<file path="src/rtl/shop_cmd_tx.sv">
// Serialises one shop request into ASCII tokens, one per shop response, with a done pulse.
// Optional per-token response timeout is enabled by defining SHOP_TX_TIMEOUT_EN.
module shop_cmd_tx #(
  parameter int O_A_NUM_BITS   = 24,
  parameter int I_A_NUM_BITS   = 24,
  parameter int O_U_NUM_BITS   = 4,
  parameter int GAP_CYCLES     = 2,
  parameter int TIMEOUT_CYCLES = 255,
  parameter logic [7:0] ERR_CHAR = "!",
  parameter logic [O_A_NUM_BITS-1:0] KEY_LOGOUT   = "LGO",
  parameter logic [O_A_NUM_BITS-1:0] KEY_LOGIN    = "LGI",
  parameter logic [O_A_NUM_BITS-1:0] KEY_ADD_USER = "ADU",
  parameter logic [O_A_NUM_BITS-1:0] KEY_DEL_USER = "DLU",
  parameter logic [O_A_NUM_BITS-1:0] KEY_ADD_ITEM = "ADI",
  parameter logic [O_A_NUM_BITS-1:0] KEY_DEL_ITEM = "DLI",
  parameter logic [O_A_NUM_BITS-1:0] KEY_BUY      = "BUY"
) (
  input  logic                    i_clk,
  input  logic                    i_reset_n,
  input  logic                    i_req_valid,
  output logic                    o_req_ready,
  input  logic [2:0]              i_req_op,
  input  logic [O_A_NUM_BITS-1:0] i_req_user,
  input  logic [O_A_NUM_BITS-1:0] i_req_arg,
  input  logic [O_U_NUM_BITS-1:0] i_req_num,
  output logic                    o_rdy,
  output logic [O_A_NUM_BITS-1:0] o_a,
  output logic [O_U_NUM_BITS-1:0] o_u,
  input  logic                    i_resp_vld,
  input  logic [I_A_NUM_BITS-1:0] i_resp,
  output logic [I_A_NUM_BITS-1:0] o_resp,
  output logic                    o_busy,
  output logic                    o_done,
  output logic                    o_err
);

  typedef enum logic [2:0] {S_IDLE, S_SEND, S_WAIT, S_GAP, S_DONE} state_e;

  typedef struct packed {
    logic [2:0]              op;
    logic [O_A_NUM_BITS-1:0] user;
    logic [O_A_NUM_BITS-1:0] arg;
    logic [O_U_NUM_BITS-1:0] num;
  } req_t;

  localparam int GW = $clog2((GAP_CYCLES > 1) ? GAP_CYCLES : 2);
  localparam logic [GW-1:0] GAP_LAST = GW'((GAP_CYCLES > 0) ? GAP_CYCLES - 1 : 0);

  state_e                  state_q, state_d;
  req_t                    req_q, req_d;
  logic [1:0]              idx_q, idx_d;
  logic [GW-1:0]           gcnt_q, gcnt_d;
  logic                    err_q, err_d;
  logic [I_A_NUM_BITS-1:0] resp_q, resp_d;

`ifdef SHOP_TX_TIMEOUT_EN
  localparam int TW = $clog2((TIMEOUT_CYCLES > 1) ? TIMEOUT_CYCLES : 2);
  localparam logic [TW-1:0] TO_LAST = TW'(TIMEOUT_CYCLES - 1);
  logic [TW-1:0] wcnt_q, wcnt_d;
`else
  localparam int UNUSED_TIMEOUT = TIMEOUT_CYCLES;
`endif

  logic [1:0]              last_idx;
  logic [O_A_NUM_BITS-1:0] tok;
  logic                    resp_err;

  assign resp_err = (i_resp[I_A_NUM_BITS-1 -: 8] == ERR_CHAR);

  // Index of the final token for the registered opcode.
  always_comb begin
    last_idx = 2'd1;
    case (req_q.op)
      3'd0:       last_idx = 2'd0;
      3'd1, 3'd2: last_idx = 2'd2;
      default:    last_idx = 2'd1;
    endcase
  end

  always_comb begin
    tok = req_q.arg;
    if (idx_q == 2'd0) begin
      case (req_q.op)
        3'd0:    tok = KEY_LOGOUT;
        3'd1:    tok = KEY_LOGIN;
        3'd2:    tok = KEY_ADD_USER;
        3'd3:    tok = KEY_DEL_USER;
        3'd4:    tok = KEY_ADD_ITEM;
        3'd5:    tok = KEY_DEL_ITEM;
        3'd6:    tok = KEY_BUY;
        default: tok = '0;
      endcase
    end else if (idx_q == 2'd1 && (req_q.op == 3'd1 || req_q.op == 3'd2 || req_q.op == 3'd3)) begin
      tok = req_q.user;
    end
  end

  always_comb begin
    state_d = state_q;
    req_d   = req_q;
    idx_d   = idx_q;
    gcnt_d  = gcnt_q;
    err_d   = err_q;
    resp_d  = resp_q;
`ifdef SHOP_TX_TIMEOUT_EN
    wcnt_d  = wcnt_q;
`endif
    unique case (state_q)
      S_IDLE: begin
        if (i_req_valid) begin
          req_d.op   = i_req_op;
          req_d.user = i_req_user;
          req_d.arg  = i_req_arg;
          req_d.num  = i_req_num;
          idx_d      = 2'd0;
          err_d      = (i_req_op == 3'd7);
          state_d    = (i_req_op == 3'd7) ? S_DONE : S_SEND;
        end
      end
      S_SEND: begin
        state_d = S_WAIT;
`ifdef SHOP_TX_TIMEOUT_EN
        wcnt_d  = '0;
`endif
      end
      S_WAIT: begin
        if (i_resp_vld) begin
          resp_d = i_resp;
          if (resp_err) begin
            err_d   = 1'b1;
            state_d = S_DONE;
          end else if (idx_q == last_idx) begin
            state_d = S_DONE;
          end else if (GAP_CYCLES == 0) begin
            idx_d   = idx_q + 2'd1;
            state_d = S_SEND;
          end else begin
            gcnt_d  = '0;
            state_d = S_GAP;
          end
        end
`ifdef SHOP_TX_TIMEOUT_EN
        // A response on the limit cycle wins over the timeout.
        else if (wcnt_q == TO_LAST) begin
          resp_d  = '0;
          err_d   = 1'b1;
          state_d = S_DONE;
        end else begin
          wcnt_d = wcnt_q + 1'b1;
        end
`endif
      end
      S_GAP: begin
        if (gcnt_q == GAP_LAST) begin
          idx_d   = idx_q + 2'd1;
          state_d = S_SEND;
        end else begin
          gcnt_d = gcnt_q + 1'b1;
        end
      end
      S_DONE:  state_d = S_IDLE;
      default: state_d = S_IDLE;
    endcase
  end

  always_ff @(posedge i_clk or negedge i_reset_n) begin
    if (!i_reset_n) begin
      state_q <= S_IDLE;
      req_q   <= '0;
      idx_q   <= '0;
      gcnt_q  <= '0;
      err_q   <= 1'b0;
      resp_q  <= '0;
`ifdef SHOP_TX_TIMEOUT_EN
      wcnt_q  <= '0;
`endif
    end else begin
      state_q <= state_d;
      req_q   <= req_d;
      idx_q   <= idx_d;
      gcnt_q  <= gcnt_d;
      err_q   <= err_d;
      resp_q  <= resp_d;
`ifdef SHOP_TX_TIMEOUT_EN
      wcnt_q  <= wcnt_d;
`endif
    end
  end

  assign o_req_ready = (state_q == S_IDLE);
  assign o_rdy       = (state_q == S_SEND);
  assign o_a         = o_rdy ? tok : '0;
  assign o_u         = (o_rdy && idx_q == last_idx) ? req_q.num : '0;
  assign o_busy      = (state_q != S_IDLE);
  assign o_done      = (state_q == S_DONE);
  assign o_err       = err_q;
  assign o_resp      = resp_q;

endmodule

</file>
<file path="config.mk">
export PLATFORM = sky130hd
export DESIGN_NAME = shop_cmd_tx
export DESIGN_NICKNAME = d
export VERILOG_FILES = /design/src/rtl/shop_cmd_tx.sv
export SDC_FILE = /design/constraint.sdc
export NUM_CORES = 1
export LEC_CHECK = 0
export ABC_CLOCK_PERIOD_IN_PS = 2600
export CELL_PAD_IN_SITES_DETAIL_PLACEMENT = 1
export CELL_PAD_IN_SITES_GLOBAL_PLACEMENT = 1
export CORE_UTILIZATION = 35
export CTS_CLUSTER_DIAMETER = 200
export DETAILED_ROUTE_END_ITERATION = 10
export GPL_ROUTABILITY_DRIVEN = 0
export HOLD_SLACK_MARGIN = 0.02
export PLACE_DENSITY = 0.8
export SLEW_MARGIN = 30
export SYNTH_ARGS = -nofsm -noshare
export SYNTH_HDL_FRONTEND = slang
export SYNTH_SLANG_ARGS = --single-unit
export TNS_END_PERCENT = 5
</file>
<file path="constraint.sdc">
create_clock -name i_clk -period 2.6 [get_ports i_clk]
set_input_delay 0.52 -clock i_clk [delete_from_list [all_inputs] [get_ports i_clk]]
set_output_delay 0.52 -clock i_clk [all_outputs]
set_load 0.01 [all_outputs]
</file>
* After elaboration in Yosys (flattened, before gate mapping)
Index checks and enable logic that the tools add are counted. W data, S select, Z words.
Storage, ports and cells: word-level logic and storage cells 74, output and inout port bits 57, input port bits 83, register bits after elaboration 86
Operators by class: muxes and demuxes 25, add/subtract/negate cells 2, reduce and logical (&&, ||, !) cells 18, equal/unequal tests 20
Operators by type and width (count):
- $pmux W23 S7 | 1
- $mux W24 | 3
- $mux W3 | 6
- $eq A3 B3 Y1 const B | 5
- $eq A3 B2 Y1 const B | 4
- $ne A2 B2 Y1 const B | 6
- $pmux W3 S4 | 1
- $eq A8 B6 Y1 const B | 1
- $pmux W2 S2 | 2
- $reduce_and A4 Y1 | 2
- $mux W1 | 7
- $eq A3 B1 Y1 const B | 2
- $logic_not A3 Y1 | 2
- $reduce_and A3 Y1 | 2
- $reduce_bool A2 Y1 | 3
- $mux W2 | 2
- $mux W4 | 1
- $pmux W1 S2 | 2
- $reduce_and A2 Y1 | 2
- $reduce_bool A3 Y1 | 1
- $add A2 B1 Y2 const B | 1
- $eq A2 B1 Y1 const B | 1
- $eq A2 B2 Y1 | 1
- $logic_and A1 B1 Y1 | 2
- 4 further kinds | 5

* Logic depth before layout (Yosys ltp)
Gate-level depths: netlist (run 1).
word-level depth 8, gate-level depth with buffers 7, depth with buffers taken out 6

* Worst setup path after synthesis (run 1)
OpenSTA, ideal clock, no wires.
path type reg-to-output, start register idx_q[0], end output o_a[0], arrival time 1.570 ns, stages on the path, launching flop included 7, path slack 0.510 ns, path buffers 1, path through dfrtp_1 > inv_1 > ha_1 > clkbuf_1 > inv_1 > o31ai_1 > a31oi_1
Between the ends: cells in the longest elaborated chain, start to end 5, elaborated cells on any way between the ends 6
Ends and longest elaborated chain:
- from (decl) | RTL line 51 | logic [1:0] idx_q, idx_d;
- from (signal assigned) | RTL line 180 | idx_q <= idx_d;
- $eq A2 B1 Y1 | RTL line 93 | end else if (idx_q == 2'd1 && (req_q.op == 3'd1 || req_q.op == 3'd2 || req_q.op == 3'd3)) begin
- $logic_and A1 B1 Y1 | RTL line 93
- $mux W24 | RTL line 93
- $mux W24 * | RTL line 82 | if (idx_q == 2'd0) begin
- $mux W24 * | RTL line 192 | assign o_a = o_rdy ? tok : '0;
- to (decl) | RTL line 27 | output logic [O_A_NUM_BITS-1:0] o_a,
Every way passes the cells marked *; elsewhere a longest branch is shown, timed or not.

* Worst setup path after layout (run 1)
start register idx_q[0], end output o_u[3]
Between the ends: cells in the longest elaborated chain, start to end 3
Ends and longest elaborated chain:
- $eq A2 B2 Y1 | RTL line 193 | assign o_u = (o_rdy && idx_q == last_idx) ? req_q.num : '0;
- $logic_and A1 B1 Y1 | RTL line 193
- $mux W4 | RTL line 193
- to (decl) | RTL line 28 | output logic [O_U_NUM_BITS-1:0] o_u,
Every way passes these cells.

==> impl_summary.md, run 1 <==
Detailed routing
The remaining number of nets flagged by the antenna check after routing is 0. After detailed routing, the number of vias per cell comes to 5.05. After detailed routing, the total wire length is 11.4 mm.

Dividing the detail-routed wire length by the instance count gives 17.9 µm. The total vias in the final route is 3210. The initial DRC count is 128. The iteration count of the initial detailed-routing pass is 4. For this run, design rule violations remaining after detail routing come to 0.

Worst setup path
The type of the setup path with the least slack is reg2out. The worst setup path startpoint is idx_q[0]$_DFFE_PN0P_. The worst-path maximum fanout is 5. The worst setup path is launched from a flip-flop. The launch point of the worst reg-to-reg path is state_q[1]$_DFFE_PN0P_. The required time reported for the critical path endpoint is 2.08 ns.

Data on the critical path arrives at its endpoint at 2.15 ns. The worst setup path is captured at an output pin.

STA
Setup repair after global routing could not meet its margin everywhere. The pin slew with the least headroom to its limit is 0.477 ns. The worst path uses 103% of the clock period. Subtracting the final worst setup slack from the clock period gives 2.67 ns. The hold violation count in the final report is 0. The number of pins with negative max-slew slack in the final report was 0.

Setup violations remaining at the end of the flow were counted as 4. Setup slack on the critical path of the routed design comes to -0.0695 ns. The maximum clock skew at final layout is 0.00734 ns. In this run the tightest slew margin relative to its limit is 67.8%. The peak clock frequency supported by timing is 375 MHz.

Synthesis
The number of flops mapped to enable cells by yosys is 0. The commonest cells after synthesis are 86 x dfrtp_1, 79 x mux2_2, 51 x nand2_1. Counting every instance in the synthesized netlist gives 339. The synthesized area is 4010 µm². The warning count from the yosys run is 0. The proportion of synthesized flip-flops having asynchronous set or reset is 100%. The distinct cell type count after synthesis is 41.

Of the synthesized area, sequential elements account for 53.7%. In this run the biggest area consumer among cell types represents 53.7% of the synthesized area. The net count after synthesis is 424. The number of flip-flops and latches in the synthesized netlist is 86. The most numerous cell in the Yosys netlist is dfrtp_1. The most used flip-flop cell after synthesis is dfrtp_1. After synthesis, the cell types taking the most area are dfrtp_1 54%, mux2_2 22%, nand2_1 4.8%.

Of all cell types, the one taking the most synthesized area is dfrtp_1. The post-synthesis area per instance is 11.8 µm².

Clocking
The number of H-tree levels is 3. The clock root buffer master is clkbuf_16. TritonCTS built the clock tree. Clock-pin slew was measured on the worst setup and hold paths at 0.07 ns. The clock latency at the later pin of the worst-skew pair is 0.33 ns. The total clock buffers created by CTS is 9.

The maximum count of clock buffers along a single path is 2. The number of clock sinks is 86.

Global route
The maximum number of pins on one net before global-route repair is 61. The initial antenna violation count is 0. The final global-route overflow total is 0.

The all-layer global routing usage is 20.4%. The first global-routing pass estimated 18.4 mm of wire. The via count of the first global-routing pass is 3512.

Pwr
The sequential share of power is 34.1%. Net switching is 35.6% of the power. The total power per unit cell area is 1190 nW/µm². The combinational group share of total power is 48.8%. The internal power of the cells totals 4.57 mW. The worst IR drop on VDD is 0.449 mV. The relative contribution of the clock network to total power is 17.2%.

Summed over all cells, the static leakage comes to 2.63 nW. For this design the total switching power over the nets is 2.53 mW.

Finish
The repair_antennas step left the layout with diodes totalling 0. The fraction of layout cells with a size suffix above 1 is 29.2%. The final layout contains 576 nets.

The count of non-filler cells in the finished layout is 636. Compared with the post-synthesis result, the final layout area differs by 49.2%.

Die
The placeable core region is 11000 µm². The cell row count is 38. The floorplan step defined a die boundary enclosing 11900 µm². The initial core utilization is 36.5%. The I/O pin count is 140. The horizontal die dimension is 109 µm. The floorplan step set the die height to 109 µm.

Hold path
The path class of the tightest hold or removal check is in2async.

Outcome
The flow ran to the end, but the final reports show violations. The final reports fail on setup timing.

Place
The post-place setup slack is -0.0297 ns. The count of buffers added on input and output ports is 139. Including well taps, the total number of placed cells is 620. The placed wire-length estimate is 8.27 mm.

Job
The tool flagged a number of max-cap violations equal to 0.
-- kinds of logic (layout without fill, tap and decap cells) --
family                     count (synthesis)  in the layout  synth area share [%]
buffers and inverters                     27            184                  3.28
AOI/OAI and AO/OA                         53             53                  8.15
xor gates and xnor gates                   2              2                 0.437
DFF                                       86             86                  53.7
muxes                                     84             84                  23.4
and+or+nand+nor                           85             85                  10.4
adders and majority gates                  2              2                 0.624
-- through the flow --
stage	power, mW	area [µm²]	hold slack (ns)	util [%]	setup TNS, ns
2_1_floorplan	4.33	4010	0.224	-	0
3_5_place_dp	5.89	5680	0.490	51.7	-0.0650
4_1_cts	7.10	5960	0.149	54.2	-1.00
5_1_grt	7.57	5980	0.162	54.5	-0.416
3_3_place_gp	5.73	5680	0.481	51.7	-0.0514
6_report	7.10	5980	0.134	54.5	-0.153
-- per-layer routing --
metal	wire length, µm	up-vias	global-route usage [%]
met5	0	-	0
met4	235	0	7.43
met3	420	21	2.93
met2	5950	71	34.9
met1	4800	1615	26.0
li1	-	1503	-
-- power groups by stage --
stage          clock [mW]  sequential, mW  combinational, mW
5_1_grt              1.30            2.51               3.76
2_1_floorplan           0            2.42               1.91
4_1_cts              1.24            2.41               3.44
6_report             1.22            2.42               3.46
3_3_place_gp            0            2.38               3.35
3_5_place_dp            0            2.43               3.46
-- cell usage in the layout (no fill, tap or decap), types with 3 or more instances in the layout --
| cell | netlist | layout |
|---|---|---|
| clkdlybuf4s50_1 | 0 | 112 |
| buf_4 | 0 | 19 |
| inv_1 | 7 | 6 |
| mux2i_1 | 5 | 5 |
| a21oi_1 | 15 | 14 |
| nor2_1 | 7 | 6 |
| dfrtp_1 | 86 | 86 |
| a31oi_1 | 12 | 11 |
| nand2_1 | 51 | 48 |
| o21ai_0 | 10 | 9 |
| clkbuf_16 | 0 | 9 |
| clkbuf_2 | 0 | 8 |
| dlymetal6s2s_1 | 0 | 3 |
| o21a_1 | 3 | 3 |
| nand3_1 | 5 | 5 |
| nand2_2 | 0 | 3 |
| and3_1 | 5 | 5 |
| buf_12 | 0 | 4 |
| mux2_2 | 79 | 79 |
| dlygate4sd2_1 | 0 | 11 |
| nand2b_1 | 3 | 3 |
-- worst paths after layout --
kind,cells after the start,slack (ns),to
max in group asynchronous,2,1.82,req_q[53]$_DFFE_PN0P_
min in group i_clk,1,0.50,o_resp[20]$_DFFE_PN0P_
max reg2reg,4,0.80,req_q[20]$_DFFE_PN0P_
min reg2reg,1,0.50,o_resp[20]$_DFFE_PN0P_
max,6,-0.07,o_u[3]
min,1,0.13,o_resp[16]$_DFFE_PN0P_
-- sequential cells by signal, indices dropped and copies added, names as in the netlist --
register and cells:
o_resp 24, gcnt_q 1, idx_q 2, state_q 3, req_q 55, o_err 1
-- cell type report --
cell class / instances / area [µm²]
multi-input combinational: 226 / 1790
tap: 140 / 175
clock buffer: 10 / 239
fill: 1149 / 5000
timing repair buffer: 161 / 1550
clock inverter: 6 / 46.3
inverter: 7 / 26.3
sequential: 86 / 2150
-- what timing repair did --
action	CTS	global route
pin swaps	2	1
setup endpoints to repair	28	23
gates resized for setup	40	29
hold buffers	0	0
setup buffers	0	0
-- worst max-delay path, stage by stage (launching register included) --
cell and delay, ns:
dfrtp_1 0.40, buf_4 0.17, nor4_4 0.28, a2bb2oi_2 0.12
nand2_2 0.12, and3_1 0.17, clkdlybuf4s50_1 0.55
Note: power is estimated with default switching activity, not from simulation.
==> run 2, diff against run 1 <==
--- a/config.mk
+++ b/config.mk
@@ -8,8 +8,10 @@
 export ABC_CLOCK_PERIOD_IN_PS = 2600
 export CELL_PAD_IN_SITES_DETAIL_PLACEMENT = 1
 export CELL_PAD_IN_SITES_GLOBAL_PLACEMENT = 1
+export CORE_ASPECT_RATIO = 0.5
 export CORE_UTILIZATION = 35
 export CTS_CLUSTER_DIAMETER = 200
+export CTS_CLUSTER_SIZE = 25
 export DETAILED_ROUTE_END_ITERATION = 10
 export GPL_ROUTABILITY_DRIVEN = 0
 export HOLD_SLACK_MARGIN = 0.02
==> run 2 against run 1 <==
Effect of this change: the run still ends with setup timing left; clock skew fell by 0.00052 ns; combinational power hardly changed; highest routed layer unchanged; non-clock buffer count stayed put.
==> impl_summary.md, run 2 (synthesized netlist as in run 1, its figures left out) <==
Worst setup path
The worst reg2reg path depth was 4 (unchanged). Traced cell by cell, the critical path runs through inv_2 > ha_1 > nor2b_2 > nand2_2 > buf_6 > nand2_1 > a21oi_1 > clkdlybuf4s50_1. The worst setup path is of the reg2out kind. STA classifies the critical path endpoint as an output pin. In this run the worst setup path begins at idx_q[1]$_DFFE_PN0P_. The arrival time at the worst endpoint is 2.20 ns (+0.05 ns). The worst-path maximum fanout came to 11 (+6). The required time reported for the critical path endpoint came to 2.08 ns (about the same). The worst-case register-to-register setup slack is 0.83 ns (+0.03 ns). The critical path's largest stage delay came to 0.55 ns (about the same). In this run the critical register-to-register path is captured at req_q[42]$_DFFE_PN0P_. The startpoint type of the worst setup path is a flip-flop. The worst register-to-register path begins at state_q[1]$_DFFE_PN0P_. The highest-delay cell along the critical path is clkdlybuf4s50_1.

STA
The number of setup violations in the final report is 7 (+3). The peak clock frequency supported by timing came to 367 MHz (-2.0%). The worst slew slack as a fraction of its limit is 59.5% (-8.2 points).

The post-route fraction of the period consumed by the critical path is 105% (+2.1 points). The hold violation count in the final report is 0 (unchanged). The post-layout worst setup margin is -0.125 ns (-0.0551 ns). The pin slew with the least headroom to its limit is 0.607 ns (+0.130 ns).

The final critical delay including setup and external delays was 2.72 ns (+0.0551 ns). The maximum clock skew at final layout is 0.00682 ns (-0.000524 ns). The number of pins with negative max-slew slack in the final report is 0 (unchanged).

Setup repair after global routing could not meet its margin everywhere.

Clocking
The clock slew seen by the registers of the worst setup and hold paths is 0.06 ns (about the same). The post-CTS repair timing setup buffer count was 0 (unchanged). The total clock buffers created by CTS is 9 (unchanged).

The tree is rooted in a clkbuf_16. The number of H-tree levels is 3 (unchanged). The number of clock sinks is 86 (unchanged). The maximum count of clock buffers along a single path is 2 (unchanged). The CTS tree is built. The clock latency at the later pin of the worst-skew pair was 0.34 ns (about the same).

Die
The horizontal die dimension is 153 µm (+41%). The cell row count is 27 (-29%). The initial core utilization is 36.2% (-0.32 points).

The I/O pin count is 140 (unchanged). The die area is 11900 µm² (+0.22%). The die outline height came to 77.7 µm (-29%). The placeable core region is 11100 µm² (+0.89%).

Place
The count of port buffers added during placement is 139 (unchanged). The placed wire-length estimate is 8.09 mm (-2.2%). The placement-stage cell area is 5700 µm² (+0.33%). The cell count after placement is 625 (+0.81%).

Finish
The flip-flop count of the largest register after layout is 55 (unchanged). The fraction of layout cells with a size suffix above 1 came to 26.4% (-2.8 points). The count of antenna diodes in the layout is 0 (unchanged). Compared with the post-synthesis result, the final layout area differs by 49.8%.

The most flop-heavy register is req_q. In the layout the commonest cells are 116 x clkdlybuf4s50_1, 86 x dfrtp_1, 79 x mux2_2, 49 x nand2_1, 18 x buf_4. The utilization after layout is 54.2% (-0.25 points).

The summed area of non-filler cells in the final layout was 6010 µm² (+0.42%). The post-layout net count was 576 (unchanged). The count of non-filler cells in the finished layout was 641 (+0.79%). Leaving out fill and tap cells, the most frequent cell in the layout is clkdlybuf4s50_1.

Global route
The maximum number of pins on one net before global-route repair is 61 (unchanged). The wire length of the first global-routing pass is 18.5 mm (+0.75%). The all-layer global routing usage was 20.0% (-0.40 points). The via count of the first global-routing pass is 3535 (+0.65%). The final global-route overflow total is 0 (unchanged). The initial antenna violation count came to 0 (unchanged).

Pwr
The worst IR drop on VDD is 0.589 mV (+31%). The leakage component of the power is 2.63 nW (+0.17%). The total power per unit cell area came to 1190 nW/µm² (+0.40%).

Detailed routing
The remaining number of nets flagged by the antenna check after routing was 0 (unchanged). The iteration count of the initial detailed-routing pass is 4 (unchanged). The average routed wire per standard cell is 17.6 µm (-1.7%). The total wirelength of the detailed-routed design is 11.3 mm (-0.96%).

The post-detailed-route DRC marker count is 0 (unchanged). The mean number of vias per cell was 4.99 (-1.2%). The total vias in the final route is 3197 (-0.40%). The initial DRC count was 97 (-24%).

Hold path
The tightest min-delay check is of the in2async type.

Outcome
The final reports fail on setup timing. The run finished, with violations left.

Job
The max-cap check violation count was 0 (unchanged).
## run 2: changes by cell type in the layout (fill, tap and decap cells not counted), moves of 2 or more
| cell | before | now |
|---|---|---|
| buf_2 | 2 | 0 |
| clkdlybuf4s50_1 | 112 | 116 |
| dlygate4sd2_1 | 11 | 15 |
| clkbuf_2 | 8 | 1 |
| clkdlybuf4s15_1 | 0 | 2 |
## run 2: metal layers
metal	vias to the layer above	GRT usage (%)	share of wire (%)
li1	1499	-	-
met4	0	5.20	1.2
met5	-	0	0
met2	58	36.5	52
met1	1626	24.0	43
met3	14	4.25	3.2
## run 2: report_power, final
part	internal (mW)	switching, mW
Combinational	1.88	1.56
Sequential	2.03	0.382
Clock	0.771	0.537
Total	4.68	2.48
## run 2: repair_timing
item                       CTS  global route
gates cloned                 0             0
setup endpoints to repair   28            23
hold buffers                 0             0
pin swaps                    1             0
gates resized for setup     28             9
## run 2: area by class of cell
| cell class | count | area, µm² |
|---|---|---|
| flip-flops and latches | 86 | 2150 |
| fillers | 1178 | 5070 |
| inverters | 7 | 26.3 |
| repair buffers | 161 | 1590 |
| clock buffers | 11 | 243 |
| well taps | 145 | 181 |
| clock inverters | 5 | 58.8 |
| multi-input cells | 226 | 1750 |
## run 2: stage by stage
step                setup WS (ns)  TNS, ns  hold slack [ns]  total power [mW]
floorplan                   0.510        0            0.224              4.33
global placement           0.0749        0            0.484              5.76
detailed placement        -0.0459  -0.0771            0.492              5.91
CTS                        -0.204    -1.41            0.205              7.24
global route               -0.253    -1.76            0.237              7.63
finish                     -0.125   -0.634            0.190              7.16
## run 2: how the worst max path moves through the flow
stage / cells after the start / to
after floorplan: 6 / o_a[0]
after global placement: 8 / o_a[16]
after detailed placement: 8 / o_a[11]
after CTS: 8 / o_a[0]
after global routing: 6 / o_u[3]
final: 8 / o_a[23]
## run 2: critical path, delay by kind of cell, from the launching register on
family                   cells  cell delay, ns
AND/OR/NAND/NOR              3            0.38
AO/OA/AOI/OAI                1            0.16
adder cells (fa/ha/maj)      1            0.18
buffers and inverters        3            0.78
flip-flops                   1            0.36
==> run 3, diff against run 2 <==
==> constraint.sdc (replaced) <==
create_clock -name i_clk -period 2.6 [get_ports i_clk]
set_input_delay 0.52 -clock i_clk [delete_from_list [all_inputs] [get_ports i_clk]]
set_output_delay 0.52 -clock i_clk [all_outputs]
set_load 0.005 [all_outputs]
==> run 3 against run 2 <==
Effect of this change: the run still ends with setup timing left; die area unchanged; core utilization increased by 0.25 points; final cell count decreased by 0.31%; largest power group unchanged; global-route usage decreased by 0.18 points; sequential cell count unchanged; register-to-register slack about the same; critical endpoint is now o_a[2]; clock-buffer cell count unchanged; sequential power about the same.
==> impl_summary.md, run 3 (synthesized netlist as in run 1, its figures left out) <==
Finish
The flip-flop count of the largest register after layout is 55 (unchanged). The utilization after layout is 54.4% (+0.25 points). The library cells used most frequently in the layout, excluding fill and tap cells, are 119 x clkdlybuf4s50_1, 85 x dfrtp_1, 79 x mux2_2, 49 x nand2_1, 17 x dlygate4sd2_1.

The count of non-filler cells in the finished layout is 639 (-0.31%). The post-layout net count is 575 (-0.17%). The summed area of non-filler cells in the final layout is 6030 µm² (+0.46%). The fraction of layout cells with a size suffix above 1 is 26.5% (+0.11 points).

The library cell used most frequently in the layout, excluding fill and tap cells, is clkdlybuf4s50_1. The most flop-heavy register is req_q. The area growth from synthesis to layout is 50.5%. The count of antenna diodes in the layout came to 0 (unchanged).

Worst setup path
The type of the setup path with the least slack is reg2out. The critical path's largest stage delay came to 0.49 ns (-0.06 ns). In this run the critical register-to-register path is captured at req_q[31]$_DFFE_PN0P_. The required time reported for the critical path endpoint came to 2.08 ns (about the same). The count of buffering cells on the critical path with inverters included was 4 (+1). Traced cell by cell, the critical path runs through buf_4 > inv_1 > ha_1 > buf_6 > nand2b_1 > a21oi_1 > o21a_1 > clkdlybuf4s50_1. The nature of the critical path endpoint is an output pin. The worst-case register-to-register setup slack is 0.83 ns (about the same). The launch point of the worst reg-to-reg path is state_q[1]$_DFFE_PN0P_. The startpoint type of the worst setup path is a flip-flop.

The worst reg2reg path depth is 4 (unchanged). The highest-delay cell along the critical path is clkdlybuf4s50_1. The worst-path maximum fanout was 9 (-2).

On the critical path the largest part of the delay comes from buffers and inverters. The arrival time at the worst endpoint is 2.15 ns (-0.05 ns).

STA
The number of setup violations in the final report is 9 (+2). Setup repair after global routing could not meet its margin everywhere. The post-layout worst setup margin is -0.0732 ns (+0.0515 ns).

The final hold slack came to 0.192 ns (+0.00178 ns). The maximum clock skew at final layout is 0.00488 ns (-0.00194 ns). The pin slew with the least headroom to its limit was 0.597 ns (-0.00988 ns).

The final-layout setup total negative slack is -0.297 ns (+0.337 ns). The peak clock frequency supported by timing was 374 MHz (+1.9%). The final critical delay including setup and external delays was 2.67 ns (-0.0515 ns). The number of pins with negative max-slew slack in the final report is 0 (unchanged). The post-route fraction of the period consumed by the critical path is 103% (-2.0 points). The hold violation count in the final report is 0 (unchanged). The worst slew slack as a fraction of its limit was 60.2% (+0.66 points).

Pwr
The internal power summed over all cells is 4.69 mW (+0.20%). The power spent charging and discharging nets is 2.34 mW (-5.7%). The worst IR drop on VDD was 0.584 mV (-0.87%). The leakage component of the power came to 2.64 nW (about the same). The combinational group share of total power is 47.2% (-0.8 points). The total power per unit cell area was 1160 nW/µm² (-2.3%). The switching power share of the total is 33.3% (-1.4 points). The relative contribution of the clock network to total power is 18.1% (-0.2 points). The sequential share of power is 34.6% (+0.9 points). The total power of the final layout is 7.03 mW (-1.8%).

Die
The placeable core region is 11100 µm² (unchanged). The cell row count is 27 (unchanged). The initial core utilization is 36.2% (unchanged).

The horizontal die dimension is 153 µm (unchanged). The die area is 11900 µm² (unchanged). The I/O pin count is 140 (unchanged). The die outline height came to 77.7 µm (unchanged).

Global route
The global routing met2 resource utilization is 35.5% (-0.96 points). The initial antenna violation count came to 0 (unchanged). The all-layer global routing usage is 19.8% (-0.18 points). The wire length of the first global-routing pass is 18.4 mm (-0.78%).

The global-route met3 utilization came to 3.97% (-0.28 points). The via count of the first global-routing pass was 3446 (-2.5%). The final global-route overflow total was 0 (unchanged). The met1 layer usage reported by global route is 24.4% (+0.44 points). The maximum number of pins on one net before global-route repair is 61 (unchanged).

After global routing, the most crowded layer is met2.

Clocking
The number of clock sinks is 86 (unchanged). The clock slew seen by the registers of the worst setup and hold paths was 0.06 ns (about the same). The total clock buffers created by CTS is 9 (unchanged). The number of buffers inserted for hold repair after clock tree synthesis is 0 (unchanged).

The clock latency at the later pin of the worst-skew pair is 0.33 ns (about the same). The CTS tree is built. The number of H-tree levels was 3 (unchanged). The maximum count of clock buffers along a single path came to 2 (unchanged). The clock root buffer master is clkbuf_16.

Detailed routing
The remaining number of nets flagged by the antenna check after routing was 0 (unchanged). The post-detailed-route DRC marker count is 0 (unchanged). The total wirelength of the detailed-routed design is 11.3 mm (-0.21%). The mean number of vias per cell is 4.95 (-0.72%). The iteration count of the initial detailed-routing pass is 4 (unchanged).

The average routed wire per standard cell is 17.6 µm (about the same). The initial DRC count was 80 (-18%). The total vias in the final route was 3164 (-1.0%).

Outcome
The checks that failed: setup timing. The run finished, with violations left.

Place
The placed wire-length estimate is 7.93 mm (-2.0%). The cell count after placement was 622 (-0.48%). The placement-stage cell area is 5680 µm² (-0.40%). The post-place setup slack is -0.0126 ns (+0.0333 ns).

The count of port buffers added during placement came to 139 (unchanged).

Job
The max-cap check violation count was 0 (unchanged).

Hold path
The tightest min-delay check is of the in2async type.
[run 3: power by group through the flow]
| stage | Combinational [mW] | Clock, mW | Sequential [mW] |
|---|---|---|---|
| 5_1_grt | 3.60 | 1.37 | 2.53 |
| 3_5_place_dp | 3.29 | 0 | 2.43 |
| 3_3_place_gp | 3.20 | 0 | 2.39 |
| 2_1_floorplan | 1.85 | 0 | 2.34 |
| 6_report | 3.32 | 1.27 | 2.43 |
| 4_1_cts | 3.33 | 1.32 | 2.44 |
[run 3: worst reg2reg max path, stage by stage (launching register included)]
cell and delay, ns:
dfrtp_1 0.38, buf_4 0.18, nor4b_4 0.33, buf_12 0.32
mux2_2 0.44
[run 3: worst max path at each step]
stage,cells after the start,slack [ns],startpoint,endpoint
2_1_floorplan,6,0.55,idx_q[0]$_DFFE_PN0P_,o_a[0]
3_3_place_gp,8,0.1,idx_q[1]$_DFFE_PN0P_,o_a[16]
3_5_place_dp,8,-0.01,idx_q[1]$_DFFE_PN0P_,o_a[16]
4_1_cts,8,-0.11,idx_q[1]$_DFFE_PN0P_,o_a[3]
5_1_grt,8,-0.17,idx_q[1]$_DFFE_PN0P_,o_a[2]
6_report,8,-0.07,idx_q[0]$_DFFE_PN0P_,o_a[2]
[run 3: timing repair]
action	4_1_cts	5_1_grt
resized for setup	33	6
setup endpoints to repair	28	20
pin swaps	0	1
hold endpoints to repair	0	0
setup buffers	1	1
[run 3: cell type report]
class	instances	area, µm²
fillers	1167	5050
inverters	7	26.3
clock inverters	4	47.5
repair buffers	160	1590
well taps	145	181
flip-flops and latches	86	2150
multi-input cells	226	1790
clock buffers	11	243
[run 3: per-layer routing]
| metal | vias up | share of wire [%] |
|---|---|---|
| met5 | - | 0 |
| met4 | 0 | 1.1 |
| met3 | 11 | 3.1 |
| met2 | 57 | 52 |
| met1 | 1584 | 44 |
| li1 | 1512 | - |
